[src/rtl/iter_shift_unit.sv]
// Iterative shifter: SHL / SHR / ASHR / ROR, one bit position per clock,
// behind a start/busy/done handshake.
module iter_shift_unit #(
    parameter  int WIDTH = 8,
    localparam int SHW   = $clog2(WIDTH)
) (
    input  logic             clk,
    input  logic             rst_n,
    input  logic             start,
    input  logic [1:0]       op,
    input  logic [WIDTH-1:0] data_in,
    input  logic [SHW-1:0]   amt,
    output logic             busy,
    output logic             done,
    output logic [WIDTH-1:0] result
);

    localparam logic [1:0] OP_SHL  = 2'b00;
    localparam logic [1:0] OP_SHR  = 2'b01;
    localparam logic [1:0] OP_ASHR = 2'b10;
    localparam logic [1:0] OP_ROR  = 2'b11;

    typedef enum logic {IDLE, RUN} state_t;

    state_t           state_reg, state_next;
    logic [WIDTH-1:0] sr_reg, sr_next;
    logic [WIDTH-1:0] result_reg, result_next;
    logic [SHW-1:0]   cnt_reg, cnt_next;
    logic [1:0]       op_reg, op_next;
    logic             done_reg, done_next;
    logic [WIDTH-1:0] step;
    logic             fill;
    logic             is_shl;

    // Bit entering at the MSB on right shifts; ASHR reuses the unchanging MSB.
    always_comb begin
        fill = 1'b0;
        case (op_reg)
            OP_ASHR: fill = sr_reg[WIDTH-1];
            OP_ROR:  fill = sr_reg[0];
            OP_SHR:  fill = 1'b0;
            default: fill = 1'b0;
        endcase
    end

    assign is_shl = (op_reg == OP_SHL);

    generate
        for (genvar gi = 0; gi < WIDTH; gi++) begin : g_step
            if (gi == 0) begin : g_lsb
                assign step[gi] = is_shl ? 1'b0 : sr_reg[gi+1];
            end else if (gi == WIDTH-1) begin : g_msb
                assign step[gi] = is_shl ? sr_reg[gi-1] : fill;
            end else begin : g_mid
                assign step[gi] = is_shl ? sr_reg[gi-1] : sr_reg[gi+1];
            end
        end
    endgenerate

    always_comb begin
        state_next  = state_reg;
        sr_next     = sr_reg;
        cnt_next    = cnt_reg;
        op_next     = op_reg;
        result_next = result_reg;
        done_next   = 1'b0;
        case (state_reg)
            IDLE: begin
                if (start) begin
                    sr_next    = data_in;
                    cnt_next   = amt;
                    op_next    = op;
                    state_next = RUN;
                end
            end
            RUN: begin
                if (cnt_reg != '0) begin
                    sr_next  = step;
                    cnt_next = cnt_reg - 1'b1;
                end else begin
                    result_next = sr_reg;
                    done_next   = 1'b1;
                    state_next  = IDLE;
                end
            end
            default: state_next = IDLE;
        endcase
    end

    always_ff @(posedge clk or negedge rst_n) begin
        if (!rst_n) begin
            state_reg  <= IDLE;
            sr_reg     <= '0;
            cnt_reg    <= '0;
            op_reg     <= '0;
            result_reg <= '0;
            done_reg   <= 1'b0;
        end else begin
            state_reg  <= state_next;
            sr_reg     <= sr_next;
            cnt_reg    <= cnt_next;
            op_reg     <= op_next;
            result_reg <= result_next;
            done_reg   <= done_next;
        end
    end

    assign busy   = (state_reg == RUN);
    assign done   = done_reg;
    assign result = result_reg;

endmodule

[config.mk]
export PLATFORM = sky130hd
export DESIGN_NAME = iter_shift_unit
export DESIGN_NICKNAME = d
export VERILOG_FILES = /design/src/rtl/iter_shift_unit.sv
export SDC_FILE = /design/constraint.sdc
export NUM_CORES = 1
export LEC_CHECK = 0
export CAP_MARGIN = 20
export CORE_MARGIN = 1.5
export CORE_UTILIZATION = 42
export CTS_CLUSTER_SIZE = 28
export DETAILED_ROUTE_END_ITERATION = 8
export PLACE_DENSITY = 0.66
export RECOVER_POWER = 100
export SYNTH_ARGS = -nofsm -noshare
export SYNTH_HDL_FRONTEND = slang
export SYNTH_SLANG_ARGS = --single-unit
[constraint.sdc]
create_clock -name clk -period 2 [get_ports clk]
set_clock_uncertainty 0.15 [all_clocks]
set_input_delay 0.6 -clock clk [delete_from_list [all_inputs] [get_ports clk]]
set_output_delay 0.6 -clock clk [all_outputs]
set_load 0.05 [all_outputs]
==> reports/summary.txt <==
Worst-path fanout max = 10
Total clock buffers created by CTS = 3
Share of cells above drive strength 1 = 24.4%
Final critical delay including setup and external delays = 1830 ps
Status = finished clean
Area taken by multi-input logic gates = 489 sq um
EDFF count, synth = 0
Area growth from synthesis to layout = 25.9%
FFs w/ async S/R, synth = 100%
Pint = 0.00145 W
Number of max-capacitance violations reported = 0
Arrival time of the worst setup path = 1080 ps
Final number of hold-violating endpoints = 0
Top cells by count, synth = sky130_fd_sc_hd__dfrtp_1, sky130_fd_sc_hd__o21ai_0, sky130_fd_sc_hd__mux2_2
Die area = 3050 sq um
Worst EP required = 1250 ps
Hold Path Class = reg -> reg
Pins over their slew limit = 0
Sequential Area = 576 sq um
Power per unit of standard cell area = 1850 nW/um^2
Post-route clock period utilization = 91.3%
Crit Path Class = reg -> out
Post-synthesis average cell area = 11.0 sq um
Switching power summed over all nets = 0.00122 W
Synth unique cells = 26
Most frequent cell after synthesis = sky130_fd_sc_hd__dfrtp_1
Post-detailed-route via-to-cell ratio = 5.46
Leakage power summed over all cells = 0.655 nW
Clk pwr share = 8.2%
Clock tree from TritonCTS = built
Measured slew at the worst slew-check pin = 571 ps
Achievable frequency = 547 MHz
Initial antenna violation count = 0
Syn Inst Count = 104
Die height = 55.2 um
Relative contribution of sequential cells to total power = 34.7%
Clock slew at reported path FFs = 130 ps
Wire length of the first global-routing pass = 4330 um
Sequential element share of the synthesized area = 50.3%
Worst voltage drop across the vdd grid = 1.00 mV
Setup-violating endpoint count in the final report = 0
Unrepaired setup endpoints after global routing = false
Startpoint Class = register
# clock sinks = 23
Remaining global-route overflow = 0
Largest net degree at the start of global routing = 24
NumNets Final = 154
Core Area = 2520 sq um
Layout Cell Area excl Fill = 1440 sq um
Clock tree root buffer cell = sky130_fd_sc_hd__clkbuf_4
Final estimated routing congestion in global placement = 0.797
Buffers added on ports = 25
# IOs = 26
Nets in the synthesized netlist = 122
Top_reg_cell synth = sky130_fd_sc_hd__dfrtp_1
Hold buffer count at CTS = 0
First-pass DRT Iterations = 4
Number of diodes added for antenna fixing = 0
Final worst-path setup slack = 173 ps
Hpwl dp = 1810 um
Setup bufs post-CTS = 0
Filler Cell Count = 221
Total wire length after detailed routing = 2490 um
Final core area utilization = 57.1%
Placement Cell Area = 1530 sq um
DRC viols = 0
Switching Share = 45.8%
Die Wd = 55.2 um
Largest buffer count on any clock path = 2
Number of rows in the core area = 18
Warnings from Yosys = 0
Proportion of netlist area held by the largest area contributor = 50.3%
Flip-flop and latch count after synthesis = 23
Kind of end point of the critical path = primary output
Synth area leader = sky130_fd_sc_hd__dfrtp_1
Post-synthesis instance area = 1140 sq um
Total track usage = 17.9%
Vias after detailed routing = 901
Worst slack, placed = -37.3 ps
Initial drt markers = 15
ANT nets after route = 0
Later-pin clock latency in the skew report = 320 ps
Quantity of gates resized following cts = 0
Largest cells by area after synthesis = sky130_fd_sc_hd__dfrtp_1, sky130_fd_sc_hd__mux2_2, sky130_fd_sc_hd__o21ai_0
Number of global-route vias before repair = 942
Combinational share of power = 57.2%
Initial core utilization = 45.4%
Relative slew slack = 61.9%
# H-tree levels = 1
Detail-routed net length per standard cell = 15.1 um
area by class of cell:
type	count	share of cell area, %
Sequential cell	23	39.9
Multi-Input combinational cell	64	33.9
Timing Repair Buffer	34	18.7
Inverter	10	2.95
Tap cell	30	2.60
Clock buffer	3	1.56
Clock inverter	1	0.347
cells by family (layout without fill, tap and decap cells):
kind of cell,Yosys count,after routing,synth area share [%]
simple gates,12,12,5.90
compound gates,37,37,21.8
mux,13,13,12.9
flops,23,23,50.3
buf+inv,17,48,6.99
fa+ha+maj,2,2,2.19
power by group through the flow:
stage / sequential (W) / clock (W) / combinational, W
final: 0.000926 / 0.000218 / 0.00153
after floorplan: 0.00119 / 0 / 0.000864
after CTS: 0.000958 / 0.000231 / 0.00176
after global routing: 0.000971 / 0.000242 / 0.00166
after detailed placement: 0.000968 / 0 / 0.00175
after global placement: 0.000958 / 0 / 0.00170
cell usage in the layout (no fill, tap or decap), types with 2 or more instances in the layout:
cell type / instances
sky130_fd_sc_hd__clkdlybuf4s50_1: 13
sky130_fd_sc_hd__ha_1: 2
sky130_fd_sc_hd__o21ai_0: 14
sky130_fd_sc_hd__inv_1: 9
sky130_fd_sc_hd__mux2_2: 10
sky130_fd_sc_hd__o311a_1: 6
sky130_fd_sc_hd__nor2b_1: 2
sky130_fd_sc_hd__o32ai_1: 5
sky130_fd_sc_hd__nand2_1: 2
sky130_fd_sc_hd__clkbuf_1: 3
sky130_fd_sc_hd__dlygate4sd3_1: 2
sky130_fd_sc_hd__nor2_1: 3
sky130_fd_sc_hd__clkbuf_4: 3
sky130_fd_sc_hd__a21oi_1: 6
sky130_fd_sc_hd__clkbuf_2: 10
sky130_fd_sc_hd__dfrtp_1: 23
sky130_fd_sc_hd__mux2i_1: 2
sky130_fd_sc_hd__buf_4: 5
sky130_fd_sc_hd__nand2b_1: 3
worst max-delay path: stages, from the launching register on:
cell and delay (ps):
sky130_fd_sc_hd__dfrtp_1 420, sky130_fd_sc_hd__buf_4 190, sky130_fd_sc_hd__buf_12 150
layer usage:
metal | global-route usage [%] | vias to the layer above | routed length [um]
met2 | 28.6 | 21 | 1170
li1 | - | 441 | -
met1 | 23.9 | 435 | 1190
met4 | 8.36 | 0 | 41
met3 | 2.58 | 4 | 88
met5 | 0 | - | 0
through the flow:
step | cells | hold WS, ps | power, W | TNS [ps]
final | 165 | 373 | 0.00267 | 0
after global routing | 165 | 395 | 0.00287 | 0
after CTS | 165 | 392 | 0.00295 | 0
after detailed placement | 161 | 361 | 0.00271 | -45.8
after global placement | 161 | 342 | 0.00266 | -20.6
after floorplan | 104 | 154 | 0.00206 | 0
path summary, 6_finish.rpt:
| path | from | to | slack, ps | cells past startpoint |
|---|---|---|---|---|
| worst min register to register | result[4]$_DFFE_PN0P_ | result[4]$_DFFE_PN0P_ | 370 | 1 |
| max in group asynchronous | rst_n | cnt_reg[0]$_DFFE_PN0P_ | 680 | 2 |
| worst max-delay path | busy$_DFF_PN0_ | busy | 170 | 2 |
| min in group asynchronous | rst_n | sr_reg[0]$_DFFE_PN0P_ | 640 | 2 |
| worst max register to register | cnt_reg[0]$_DFFE_PN0P_ | result[7]$_DFFE_PN0P_ | 220 | 5 |
| worst min-delay path | result[4]$_DFFE_PN0P_ | result[4]$_DFFE_PN0P_ | 370 | 1 |
No activity file was read; power rests on OpenSTA's default activity.
